===== src/rtl/button_event_gen.sv =====
`default_nettype none
// ============================================================================
//  Module      : button_event_gen
//  Description : Turns a debounced button level into one-clock UI strobes:
//                press, release, long-press and auto-repeat. Hold timing is
//                measured in external tick strobes, not clk cycles.
//  Revision    : 1.0 - initial release
// ============================================================================
module button_event_gen #(
    parameter int               CNT_W        = 8,
    parameter logic [CNT_W-1:0] LONG_TICKS   = 8'd60,
    parameter logic [CNT_W-1:0] REPEAT_TICKS = 8'd10,
    parameter bit               REPEAT_EN    = 1'b1
) (
    input  logic clk,
    input  logic rst_n,
    input  logic tick,
    input  logic btn_level,
    output logic press_pulse,
    output logic release_pulse,
    output logic long_pulse,
    output logic repeat_pulse,
    output logic held,
    output logic is_long
);

    localparam logic [1:0] c_IDLE  = 2'd0;
    localparam logic [1:0] c_PRESS = 2'd1;
    localparam logic [1:0] c_LONG  = 2'd2;

    // Terminal counts: the counter runs 0..N-1 and is cleared on the N-th tick.
    localparam logic [CNT_W-1:0] c_LONG_LAST   = LONG_TICKS - 1'b1;
    localparam logic [CNT_W-1:0] c_REPEAT_LAST = REPEAT_TICKS - 1'b1;
    localparam logic [CNT_W-1:0] c_CNT_ONE     = {{(CNT_W-1){1'b0}}, 1'b1};

    logic [1:0]       r_state;
    logic [CNT_W-1:0] r_cnt;
    logic             r_press;
    logic             r_release;
    logic             r_long;
    logic             r_repeat;
    logic             r_held;
    logic             r_is_long;

    logic [1:0]       w_state_nxt;
    logic [CNT_W-1:0] w_cnt_nxt;
    logic             w_press;
    logic             w_release;
    logic             w_long;
    logic             w_repeat;

    // Next-state, counter and pulse decode; release always wins over tick events.
    always_comb begin
        w_state_nxt = r_state;
        w_cnt_nxt   = r_cnt;
        w_press     = 1'b0;
        w_release   = 1'b0;
        w_long      = 1'b0;
        w_repeat    = 1'b0;
        case (r_state)
            c_IDLE: begin
                if (btn_level) begin
                    w_press     = 1'b1;
                    w_cnt_nxt   = '0;
                    w_state_nxt = c_PRESS;
                end
            end
            c_PRESS: begin
                if (!btn_level) begin
                    w_release   = 1'b1;
                    w_cnt_nxt   = '0;
                    w_state_nxt = c_IDLE;
                end else if (tick && (r_cnt == c_LONG_LAST)) begin
                    w_long      = 1'b1;
                    w_cnt_nxt   = '0;
                    w_state_nxt = c_LONG;
                end else if (tick) begin
                    w_cnt_nxt   = r_cnt + c_CNT_ONE;
                end
            end
            c_LONG: begin
                if (!btn_level) begin
                    w_release   = 1'b1;
                    w_cnt_nxt   = '0;
                    w_state_nxt = c_IDLE;
                end else if (REPEAT_EN && tick && (r_cnt == c_REPEAT_LAST)) begin
                    w_repeat    = 1'b1;
                    w_cnt_nxt   = '0;
                end else if (REPEAT_EN && tick) begin
                    w_cnt_nxt   = r_cnt + c_CNT_ONE;
                end
            end
            default: begin
                w_state_nxt = c_IDLE;
                w_cnt_nxt   = '0;
            end
        endcase
    end

    // State, counter and all outputs registered together; reset aborts silently.
    always_ff @(posedge clk or negedge rst_n) begin
        if (!rst_n) begin
            r_state   <= c_IDLE;
            r_cnt     <= '0;
            r_press   <= 1'b0;
            r_release <= 1'b0;
            r_long    <= 1'b0;
            r_repeat  <= 1'b0;
            r_held    <= 1'b0;
            r_is_long <= 1'b0;
        end else begin
            r_state   <= w_state_nxt;
            r_cnt     <= w_cnt_nxt;
            r_press   <= w_press;
            r_release <= w_release;
            r_long    <= w_long;
            r_repeat  <= w_repeat;
            r_held    <= (w_state_nxt != c_IDLE);
            r_is_long <= (w_state_nxt == c_LONG);
        end
    end

    assign press_pulse   = r_press;
    assign release_pulse = r_release;
    assign long_pulse    = r_long;
    assign repeat_pulse  = r_repeat;
    assign held          = r_held;
    assign is_long       = r_is_long;

endmodule
`default_nettype wire


===== config.mk =====
export PLATFORM = sky130hd
export DESIGN_NAME = button_event_gen
export DESIGN_NICKNAME = d
export VERILOG_FILES = /design/src/rtl/button_event_gen.sv
export SDC_FILE = /design/constraint.sdc
export NUM_CORES = 1
export LEC_CHECK = 0
export BUFFER_PORTS_ARGS = -buffer_cell sky130_fd_sc_hd__buf_2
export CORE_MARGIN = 1
export CORE_UTILIZATION = 35
export DETAILED_ROUTE_END_ITERATION = 8
export GPL_TIMING_DRIVEN = 0
export PLACE_DENSITY = 0.63
export SYNTH_ARGS = -nofsm -noshare
export SYNTH_HDL_FRONTEND = slang
export SYNTH_SLANG_ARGS = --single-unit

===== constraint.sdc =====
create_clock -name clk -period 1.8 [get_ports clk]
set_input_delay 0.45 -clock clk [delete_from_list [all_inputs] [get_ports clk]]
set_output_delay 0.45 -clock clk [all_outputs]
set_load 0.01 [all_outputs]

==> summary.md <==
| Metric | Value |
|---|---|
| Top cells by area, synth | dfrtp_1 43%, ha_1 8.1%, nand2_1 5.7%, nor2b_1 3.4%, o21ai_0 2.7% |
| Die height | 53.3 um |
| Fin area | 1110 um^2 |
| Global-route wire length before repair | between 3000 and 4000 um |
| TritonCTS Buffers | 3 |
| Met3 GRT Util | 0.0287 |
| Most frequent cells in the layout | 14 x nand2_1, 14 x dfrtp_1, 8 x buf_2 |
| Fmax | 569 MHz |
| Primary FF master, synth | dfrtp_1 |
| Inserted Diodes | 0 |
| Total congestion overflow | 0 |
| Fin. max-slew vios | 0 |
| Crit Path Class | flop to flop |
| Initial Util | 0.372 |
| Post-DP Area | roughly 1000 um^2 |
| Share of cells above drive strength 1 | 0.243 |
| Clock latency on the worst-skew pair | 290 ps |
| XOR/XNOR Fraction of Synth Area | 0.0190 |
| Critical Path Source Type | flop |
| Crit share post-route | 0.976 |
| Reg area | 403 um^2 |
| Arr. time, crit path | 1930 ps |
| Number of global-route vias before repair | approximately 790 |
| Post-synthesis compound-gate area fraction | 0.176 |
| Post-layout worst setup margin | 43.6 ps |
| Unrepaired setup endpoints after global routing | yes |
| Cell count after synthesis | 98 |
| Netlist cell types | 35 |
| Largest family of logic cells by synthesized area | simple AND/OR/NAND/NOR gates |
| Reg2Reg Setup Slack | 40 ps |
| Chip width | between 50 and 60 um |
| Synth-to-layout area growth | 20.2% |
| Worst slew pin tran | 393 ps |
| Clock sink total | 16 |
| Drt pass-1 iters | 4 |
| CTS Buffer Depth | 2 |
| Clock root buffer | clkbuf_4 |
| Async set-reset flop share out of synthesis | 1.00 |
| P_int | 0.631 mW |
| Core Area | 2480 um^2 |
| Crit path time final | 1760 ps |
| Footprint of the multi-input gates | 517 um^2 |
| Sw Share | 0.331 |
| P_sw | 0.312 mW |
| Critical Path Fanout Max | 8 |
| Crit end category | flop |
| Number of synthesized flops with an enable pin | 0 |
| Initial antenna violation count | 0 |
| Fillers | 244 |
| Post-Syn Area | 922 um^2 |
| DRT antenna net count | 0 |
| Register bit total from synthesis | 16 |
| Share of the synthesized area in the top cell type | 0.434 |
| Reg-to-Reg End | r_cnt[2]$_DFFE_PN0P_ |
| Mapped Avg Cell Area | between 9 and 10 um^2 |
| Final GP Congestion | approximately 0.83 |
| Slowest cell on crit path | or4b_4 |
| Post-synthesis mux area share | 0 |
| Adder-cell share of the synthesized area | 0.0814 |
| # rows | 18 |
| CTS tree | yes |
| Worst reg-to-reg path cell count | 4 |
| Tot Pwr | 0.943 mW |
| IO Port Bufs | 8 |
| Largest net degree at the start of global routing | 17 |
| Register area share after synthesis | 0.434 |
| Status | finished, final reports clean |
| Delay of the slowest critical-path stage | ~560 ps |
| Vias post-DR | 766 |
| Max H-tree Level | 1 |
| Combinational share of power | 0.285 |
| Final setup fails | 0 |
| Max-cap violations | 0 |
| Min-Delay Path Class | input port to asynchronous set/reset pin |
| Met2 Track Usage GR | 0.271 |
| Critical path, cell by cell | or4b_4 -> o2111a_2 -> nor2_4 -> o211ai_1 |
| Final-stage net count | approximately 130 |
| GR Util met1 | 0.202 |
| Hold Buf Count CTS | 0 |
| Synth area leader | dfrtp_1 |
| Clock skew | 3.64 ps |
| Worst flop-to-flop path startpoint | r_cnt[6]$_DFFE_PN0P_ |
| Setup TNS | 0 ps |
| DRC Markers | 0 |
| Required time of the worst setup path | just under 2000 ps |
| Die ar. | 2840 um^2 |
| Tot GR Track Use | 0.166 |
| Leakage | 0.495 nW |
| Post-DR wirelength/cell | 13.2 um |
| Slew margin rel. | 0.737 |
| Pwr/cell area | 851 nW/um^2 |
| Placed cells | 136 |
| Clock transition at path regs | ~100 ps |
| Worst slack, placed | -42.8 ps |
| Vias per cell | ~5.3 |
| Drt initial violations | 7 |
| Clock power frac | 0.257 |
| Top Usage Layer GRT | met2 |
| Peak supply drop | ~0.38 mV |
| Post-DP HPWL | 1320 um |
| Non-filler instance count after layout | 145 |
| Yosys warns | 0 |
| Final hold vios | 0 |
| Seq pwr share | 0.457 |
| Synth Area in Simple Gates | 0.252 |
| IO Count | 10 |
| Post-synth net total | approximately 110 |
| Total wire length | 1920 um |
sequential cells by signal, indices dropped and copies added, names as in the netlist:
| signal | cells |
|---|---|
| repeat_pulse | 1 |
| r_cnt | 8 |
| release_pulse | 1 |
| r_state | 2 |
| long_pulse | 1 |
| held | 1 |
| press_pulse | 1 |
| is_long | 1 |
power by group through the flow:
| stage | Sequential, mW | Clock [mW] | Combinational (mW) |
|---|---|---|---|
| floorplan | 0.447 | 0 | 0.167 |
| global placement | 0.436 | 0 | 0.250 |
| detailed placement | 0.437 | 0 | 0.261 |
| CTS | 0.430 | 0.251 | 0.263 |
| global route | 0.440 | 0.270 | 0.307 |
| finish | 0.432 | 0.243 | 0.269 |
worst max-delay path, delay by kind of cell (launching register included):
family          cells  cell delay [ps]
flops               1              440
compound gates      2              460
simple gates        2              740
stage by stage:
stage | hold WS (ps) | util
after CTS | 62.3 | 0.419
after detailed placement | 387 | 0.404
after global routing | 67.5 | 0.447
after floorplan | 154 | -
final | 52.8 | 0.447
after global placement | 378 | 0.404
final cells by class:
cell class,count,area share
Clock buffer,4,0.0327
Inverter,5,0.0169
Sequential cell,16,0.363
Tap cell,30,0.0339
Timing Repair Buffer,14,0.0767
Multi-Input combinational cell,73,0.466
Buffer,3,0.0102
worst max path at each step:
stage                          from                   end
2_1_floorplan  r_cnt[2]$_DFFE_PN0P_  r_cnt[3]$_DFFE_PN0P_
3_3_place_gp                   tick  r_cnt[4]$_DFFE_PN0P_
3_5_place_dp                   tick  r_cnt[5]$_DFFE_PN0P_
4_1_cts        r_cnt[2]$_DFFE_PN0P_  r_cnt[1]$_DFFE_PN0P_
5_1_grt        r_cnt[6]$_DFFE_PN0P_  r_cnt[6]$_DFFE_PN0P_
6_report       r_cnt[6]$_DFFE_PN0P_  r_cnt[2]$_DFFE_PN0P_
cell usage after synthesis (2+ instances only):
library cell  instances
nor2_1                6
and4_1                2
a21oi_1               2
dfrtp_1              16
nand3_1               3
o21ai_1               4
clkbuf_1              3
nand4_1               3
nor2b_1               5
o22ai_1               2
nand2_1              14
inv_1                 5
o211ai_1              2
o21ai_0               5
ha_1                  6
cells by family after synthesis:
kind of cell,after synthesis
XOR/XNOR,2
adder cells (fa/ha/maj),6
AO/OA/AOI/OAI,24
buffers and inverters,9
AND/OR/NAND/NOR,41
flip-flops,16
what timing repair did:
action	4_1_cts	5_1_grt
setup buffers	0	6
endpoints found under the setup margin	4	8
gates resized for setup	1	5
pin swaps	0	5
per-layer routing:
layer | part of all wire | wire length [um] | vias to the layer above
met3 | 0.015 | 28 | 2
met1 | 0.47 | 910 | 372
met4 | 0.0073 | 14 | 0
met5 | 0 | 0 | -
li1 | - | - | 384
met2 | 0.50 | 967 | 8
Power figures use the tool's default switching activity.
